===== config.mk =====
export PLATFORM = sky130hd
export DESIGN_NAME = rd_scoreboard
export DESIGN_NICKNAME = d
export VERILOG_FILES = /design/src/rtl/rv_scb_pkg.sv /design/src/rtl/scb_decode.sv /design/src/rtl/rd_scoreboard.sv
export SDC_FILE = /design/constraint.sdc
export NUM_CORES = 1
export LEC_CHECK = 0
export CAP_MARGIN = 30
export CORE_ASPECT_RATIO = 1.1
export CORE_MARGIN = 4
export CORE_UTILIZATION = 55
export CTS_CLUSTER_SIZE = 14
export DETAILED_ROUTE_END_ITERATION = 8
export HOLD_SLACK_MARGIN = 0.05
export PLACE_DENSITY = 0.85
export SYNTH_ARGS = -nofsm -noshare
export SYNTH_HDL_FRONTEND = slang
export SYNTH_SLANG_ARGS = --single-unit

===== constraint.sdc =====
create_clock -name clk -period 10.45 [get_ports clk]
set_input_delay 2.09 -clock clk [delete_from_list [all_inputs] [get_ports clk]]
set_output_delay 2.09 -clock clk [all_outputs]
set_load 0.01 [all_outputs]

===== src/rtl/rv_scb_pkg.sv =====
// Shared definitions for the destination-register scoreboard: register index width,
// RV32 major opcodes and the operand-usage decode shared with the forwarding unit.
package rv_scb_pkg;

    localparam int REG_W = 5;

    localparam logic [6:0] OP     = 7'b0110011;
    localparam logic [6:0] OP_IMM = 7'b0010011;
    localparam logic [6:0] LOAD   = 7'b0000011;
    localparam logic [6:0] STORE  = 7'b0100011;
    localparam logic [6:0] BRANCH = 7'b1100011;
    localparam logic [6:0] JAL    = 7'b1101111;
    localparam logic [6:0] JALR   = 7'b1100111;
    localparam logic [6:0] LUI    = 7'b0110111;
    localparam logic [6:0] AUIPC  = 7'b0010111;
    localparam logic [6:0] SYSTEM = 7'b1110011;

    // Only opcode bits [6:2] distinguish the formats; [1:0] are always 2'b11.
    function automatic logic uses_rs1(input logic [6:2] op);
        return (op[6] & ~op[3]) | ~op[2];
    endfunction

    function automatic logic uses_rs2(input logic [6:2] op);
        return op[5] & ~op[2] & ~(op[6] & op[4]);
    endfunction

    function automatic logic writes_rd(input logic [6:2] op);
        return ~(op[5] & ~op[4] & ~op[2]);
    endfunction

endpackage


===== src/rtl/scb_decode.sv =====
// Combinational opcode decode: which register fields an instruction actually uses.
module scb_decode (
    input  logic [6:0] op,
    output logic       rs1_used,
    output logic       rs2_used,
    output logic       rd_written
);

    logic unused_op_lsb;

    assign rs1_used      = rv_scb_pkg::uses_rs1(op[6:2]);
    assign rs2_used      = rv_scb_pkg::uses_rs2(op[6:2]);
    assign rd_written    = rv_scb_pkg::writes_rd(op[6:2]);
    assign unused_op_lsb = ^op[1:0];

endmodule


===== src/rtl/rd_scoreboard.sv =====
// Destination-register scoreboard: per-register pending-write counters, RAW/overflow issue
// hazard and sticky underflow flag. Optional macro SCB_WB_BYPASS_EN lets a same-cycle writeback clear a hazard.
module rd_scoreboard
    import rv_scb_pkg::*;
#(
    parameter int NREG  = 32,
    parameter int CNT_W = 2
) (
    input  logic             clk,
    input  logic             rst,
    input  logic             iss_valid,
    input  logic [6:0]       iss_op,
    input  logic [REG_W-1:0] iss_rs1,
    input  logic [REG_W-1:0] iss_rs2,
    input  logic [REG_W-1:0] iss_rd,
    output logic             iss_ready,
    output logic             stall,
    input  logic             wb_valid,
    input  logic [REG_W-1:0] wb_rd,
    input  logic             flush,
    output logic [NREG-1:0]  busy,
    output logic             err
);

    localparam logic [CNT_W-1:0] CNT_MAX = '1;
    localparam logic [CNT_W-1:0] CNT_ONE = CNT_W'(1);

    logic [CNT_W-1:0] cnt [NREG];
    logic             rs1_used, rs2_used, rd_written;
    logic             src1_hz, src2_hz, dst_hz, accept, underflow;
    logic [NREG-1:0]  inc, dec;

    scb_decode u_decode (
        .op         (iss_op),
        .rs1_used   (rs1_used),
        .rs2_used   (rs2_used),
        .rd_written (rd_written)
    );

    always_comb begin
        src1_hz = rs1_used && iss_rs1 != '0 && cnt[iss_rs1] != '0;
        src2_hz = rs2_used && iss_rs2 != '0 && cnt[iss_rs2] != '0;
        dst_hz  = rd_written && iss_rd != '0 && cnt[iss_rd] == CNT_MAX;
`ifdef SCB_WB_BYPASS_EN
        // A retiring write frees its slot in the same cycle the dependent instruction looks.
        if (wb_valid && wb_rd == iss_rs1 && cnt[iss_rs1] == CNT_ONE) src1_hz = 1'b0;
        if (wb_valid && wb_rd == iss_rs2 && cnt[iss_rs2] == CNT_ONE) src2_hz = 1'b0;
        if (wb_valid && wb_rd == iss_rd) dst_hz = 1'b0;
`endif
    end

    assign iss_ready = ~(src1_hz | src2_hz | dst_hz);
    assign stall     = iss_valid & ~iss_ready;
    assign accept    = iss_valid & iss_ready;

    always_comb begin
        inc = '0;
        dec = '0;
        if (accept && rd_written && iss_rd != '0) inc[iss_rd] = 1'b1;
        if (wb_valid && wb_rd != '0) dec[wb_rd] = 1'b1;
        underflow = wb_valid && wb_rd != '0 && cnt[wb_rd] == '0 && !inc[wb_rd] && !flush;
    end

    always_comb begin
        for (int i = 0; i < NREG; i++) busy[i] = cnt[i] != '0;
    end

    always_ff @(posedge clk or posedge rst) begin
        if (rst) begin
            for (int i = 0; i < NREG; i++) cnt[i] <= '0;
            err <= 1'b0;
        end else begin
            for (int i = 0; i < NREG; i++) begin
                if (flush) begin
                    cnt[i] <= '0;
                end else begin
                    // Issue and retire on the same register cancel out; x0 never sees inc/dec.
                    case ({inc[i], dec[i]})
                        2'b10:   if (cnt[i] != CNT_MAX) cnt[i] <= cnt[i] + CNT_ONE;
                        2'b01:   if (cnt[i] != '0)      cnt[i] <= cnt[i] - CNT_ONE;
                        default: cnt[i] <= cnt[i];
                    endcase
                end
            end
            err <= err | underflow;
        end
    end

endmodule

After elaboration in Yosys (flattened, before gate mapping) --
Index checks and enable logic that the tools add are counted.
Operators by class: $add $sub $neg 64, order comparisons 8, eq/ne operators 161, multiplexer cells 148, bitwise operators 22, reductions and logical operators 119
Operator list (number):
- 2-bit two-way mux | 104
- 3-bit != test, second input constant | 64
- 2-bit one-hot mux with 2 select lines | 32
- 3-bit AND reduction | 32
- 3-bit nonzero test | 32
- 2-bit nonzero test | 34
- 2-bit equality test, second input constant | 33
- 2-bit by 1-bit adder with 2-bit output, second input constant | 32
- 2-bit by 1-bit equality test with 1-bit output, second input constant | 32
- 32-bit two-way mux | 2
- 2-bit != test, second input constant | 32
- 2-bit by 1-bit subtractor with 2-bit output, second input constant | 32
- 2-bit binary-select mux with 5-bit select | 4
- 6-bit >= comparator, second input constant | 4
- 5-bit NOT with 6-bit output | 4
- 5-bit nonzero test | 4
- 1-bit logical AND | 14
- 5-bit by 6-bit < comparator with 1-bit output, second input constant | 2
- 1-bit demux with 5-bit select | 2
- 5-bit by 1-bit >= comparator with 1-bit output, second input constant | 2
- 1-bit bitwise AND | 8
- 1-bit NOT | 6
- 1-bit binary-select mux with 5-bit select | 1
- 1-bit OR | 4
- 3 further kinds | 6
Storage, ports and cells: register bits after elaboration 65, bits of input ports 32, output and inout bits 35, logic and storage cells 555

Longest topological paths before layout --
word-level depth 19, depth in mapped cells 14, depth with buffers taken out 10

Cells and area by module --
Synthesis repeated with hierarchy kept, for this count alone.
Second synthesis, totals: cells, all modules 856, area total of the unflattened synthesis 6616.3 sq um
By module, submodules not included:
- rd_scoreboard | times used 1, cells an instance 851, area an instance 6582.6 sq um, seq. area each 1626.6 sq um
- scb_decode | times used 1, cells an instance 5, area an instance 33.8 sq um, seq. area each 0.0 sq um

Worst setup path before layout --
No wires, ideal clock.
kind input port to output port, start point input iss_rs1[2], end point output stall, arrival 4.318 ns, data required time 8.360 ns, slack 4.042 ns, cell stages on the path 9, buffers on the path 3, cells stage by stage buf_2 -> inv_1 -> mux4_2 -> a221o_1 -> a211oi_1 -> nand4bb_1 -> buf_6 -> clkbuf_1 -> and2_1
On the way: cells in the longest elaborated chain, start to end 9, elaborated cells between the ends (all ways) 11, those cells by class 3 x mux; 4 x bitwise; 4 x reduce/logical
Ends and longest elaborated chain:
- from (decl) | RTL line rd_scoreboard.sv:13 | input logic [REG_W-1:0] iss_rs1,
- 5-bit NOT with 6-bit output (implied by the code) | RTL line rd_scoreboard.sv:41 | src1_hz = rs1_used && iss_rs1 != '0 && cnt[iss_rs1] != '0;
- 2-bit binary-select mux with 5-bit select | RTL line rd_scoreboard.sv:41
- 2-bit two-way mux (implied by the code) (2 in series) | RTL line rd_scoreboard.sv:41
- 2-bit nonzero test | RTL line rd_scoreboard.sv:41
- 1-bit logical AND (*) | RTL line rd_scoreboard.sv:41
- 1-bit OR (*) (2 in series) | RTL line rd_scoreboard.sv:52 | assign iss_ready = ~(src1_hz | src2_hz | dst_hz);
- 1-bit bitwise AND (*) | RTL line rd_scoreboard.sv:53 | assign stall = iss_valid & ~iss_ready;
- to (decl) | RTL line rd_scoreboard.sv:17 | output logic stall,
Every way passes the cells marked *; elsewhere a longest branch is shown, timed or not. The select of a mux whose other input is x is not followed.

Final worst setup path --
start point input iss_rd[2], end point output iss_ready
On the way: cells in the longest elaborated chain, start to end 8, elaborated cells between the ends (all ways) 10, those cells by class 1 x eq/ne; 3 x mux; 3 x bitwise; 3 x reduce/logical
Ends and longest elaborated chain:
- from (decl) | RTL line rd_scoreboard.sv:15 | input logic [REG_W-1:0] iss_rd,
- 5-bit NOT with 6-bit output (implied by the code) | RTL line rd_scoreboard.sv:43 | dst_hz = rd_written && iss_rd != '0 && cnt[iss_rd] == CNT_MAX;
- 2-bit binary-select mux with 5-bit select | RTL line rd_scoreboard.sv:43
- 2-bit two-way mux (implied by the code) (2 in series) | RTL line rd_scoreboard.sv:43
- 2-bit equality test | RTL line rd_scoreboard.sv:43
- 1-bit logical AND (*) | RTL line rd_scoreboard.sv:43
- 1-bit OR (*) | RTL line rd_scoreboard.sv:52
- 1-bit NOT (*) | RTL line rd_scoreboard.sv:52
- to (decl) | RTL line rd_scoreboard.sv:16 | output logic iss_ready,
Marks and branches as above.

==> results_dict.tcl <==
set metrics [dict create \
    synth-main-ff-cell "dfrtp_1" \
    grtUsageTotal_pct 34.5 \
    crit_arrival_ps 5980 \
    areaGrowthSynthToFinish_pct 13.5 \
    slowest_stage "clkdlybuf4s50_1" \
    setup_viol 0 \
    rsz0062_at_grt "no" \
    drive_above_1_share_pct 8.32 \
    drv_slew 0 \
    wl_met3_um 2950 \
    seq_area_frac_synth_pct 24.7 \
    crit_type "in -> out" \
    grt-ovfl-total 0 \
    ff2ff_setup_slack_ps 6360 \
    clk_latency_ps 340 \
    die_w_um 112 \
    startpoint_type "input port" \
    max_freq_mhz 124 \
    place_hpwl_um 17200 \
    wl_per_cell_um 22.7 \
    gp_congestion 1.00 \
    min_period_over_period_pct 77.2 \
    max-slew-margin-rel_pct 22.8 \
    period_needed_ps 8070 \
    rr_endpoint "cnt[36]" \
    startpoint "iss_rd[2]" \
    power_density_nw_per_um2 93.1 \
    numCtsBuffers 9 \
    start_util_pct 56.8 \
    postLayoutCellArea_um2 7470 \
    cp_cell_sequence "clkdlybuf4s50_1, nand3_1, o22ai_1, or4_1, a222oi_1, nor3b_1, nand4bb_1, inv_4, clkdlybuf4s50_1" \
    cts_root_buf "clkbuf_16" \
    synthesis.instances 882 \
    drt-total-wl_um 24200 \
    synth_area_um2 6580 \
    synth.area.top_cells "dfrtp_1 25%, mux4_2 5.8%, nor2_1 5.8%" \
    cts_setup_buffers 0 \
    grt_pass1_vias 6744 \
    drv_cap 0 \
    drt_pass1_iterations 7 \
    ff2ff_path_depth 11 \
    ios 67 \
    cp_max_fo 19 \
    hp-start "err" \
    finalHoldViolations 0 \
    antenna_left 0 \
    placementRows 41 \
    skew_ps 8.95 \
    grt_pass1_wl_um 37200 \
    holdBufCountCts 0 \
    fin_setup_tns_ps 0 \
    antenna_found_initial 0 \
    max-vdd-ir-drop_mv 0.0640 \
    first_iter_violations 1108 \
    tritoncts "done" \
    status "finished, final reports clean" \
    leakagePower_nw 2.82 \
    wl_met2_um 10400 \
    synth_seq_cells 65 \
    cts.path.max_buffers 2 \
    ctsHtreeMaxLevel 3 \
    worst_pin_slew_ps 1150 \
    die-area_um2 13800 \
    cts.sinks 65 \
    synth.yosys.warnings 0 \
    postPlaceCellArea_um2 7220 \
    clk_pin_slew_worst_paths_ps 50 \
    synth.most_common_cell "nor2_1" \
    synth_top_area_cell "dfrtp_1" \
    cp_common_cell "clkdlybuf4s50_1" \
    postSynth.asyncResetShare_pct 100 \
    die_h_um 123 \
    synthTopCellsByCount "101 x nor2_1, 98 x nand2_1, 65 x dfrtp_1" \
    synth-edff-count 0 \
    num_vias 7561 \
    grt_start_max_net_pins 77 \
    numPortBuffers 64 \
    hold_class "reg -> reg" \
    timing.rr.start "cnt[48]" \
    yosysTopAreaCellShare_pct 24.7 \
    drc 0 \
    viasPerCell 7.11 \
    core_area_um2 11600 \
    slowest_delay_ps 790 \
    cts_resized 0 \
    synth_nets 914 \
    avgSynthCellArea_um2 7.46 \
    cp.required_ps 8360 \
    antennaDiodeCount 0 \
    ys_types 72 \
    dr.max_layer_used "met4" \
    cp-end-kind "primary output" \
    met1_length_um 9330 \
    nNetsFinal 944 \
    worstSetupEndpoint "iss_ready" \
]
[worst min-delay path by stage]
stage	depth (start not counted)	slack, ps	to
after detailed placement	1	450	err
after CTS	1	470	err
after global placement	1	450	err
after floorplan	1	480	cnt[62]
after global routing	1	480	err
final	1	470	err
[kinds of logic (layout without fill, tap and decap cells)]
group | count (synthesis) | count (layout) | share of synthesized area [%]
buffers and inverters | 101 | 133 | 6.73
muxes | 50 | 50 | 10.9
DFF | 65 | 65 | 24.7
AOI/OAI and AO/OA | 206 | 206 | 21.1
and+or+nand+nor | 450 | 450 | 35.2
xor gates and xnor gates | 10 | 10 | 1.33
[metal layers]
layer / global-route usage [%] / vias to the layer above
met2: 51.5 / 616
met1: 47.2 / 3477
met3: 5.82 / 130
li1: - / 3338
met4: 20.3 / 0
met5: 0 / -
[layout by cell type, fill, tap and decap left out, drive strengths merged, types with 21 or more instances in the layout]
| cell type | netlist | final |
|---|---|---|
| nor3 | 48 | 48 |
| nand3 | 41 | 41 |
| inv | 44 | 44 |
| mux2i | 28 | 28 |
| clkdlybuf4s50 | 0 | 62 |
| nor2b | 21 | 21 |
| o21ai | 39 | 39 |
| a21oi | 45 | 45 |
| nor2 | 102 | 102 |
| nand4 | 30 | 30 |
| a31oi | 26 | 26 |
| nand2 | 98 | 98 |
| dfrtp | 65 | 65 |
[per-stage QoR]
step | total power (W) | utilization, % | std cells | hold WS [ps] | setup slack (ps)
6_report | 0.000696 | 64.4 | 1064 | 465 | 2380
4_1_cts | 0.000689 | 64.4 | 1064 | 467 | 2450
5_1_grt | 0.000714 | 64.4 | 1064 | 480 | 2230
2_1_floorplan | 0.000366 | - | 882 | 482 | 4040
3_5_place_dp | 0.000422 | 62.2 | 1051 | 451 | 2460
3_3_place_gp | 0.000421 | 62.1 | 1050 | 449 | 2520
[critical path: cells and delay by family]
kind	cells	cell delay, ps
compound gates	2	680
buf+inv	3	1540
simple gates	4	1670
[area by class of cell]
| class | count | area (um2) |
|---|---|---|
| clock buffer | 12 | 246 |
| clock inverter | 1 | 5.00 |
| fill | 1010 | 4130 |
| inverter | 45 | 171 |
| multi-input combinational | 716 | 4510 |
| sequential | 65 | 1630 |
| tap | 150 | 188 |
| timing repair buffer | 75 | 721 |
[registers in the layout, summed over array words and instances (netlist names)]
register / count
err: 1
cnt: 64
[power by group]
group / internal [W] / leakage (nW) / switching, W
clock: 0.000163 / 0.124 / 0.000108
combinational: 0.0000559 / 1.80 / 0.000105
sequential: 0.000256 / 0.901 / 0.00000862
No activity file was read; power rests on OpenSTA's default activity.
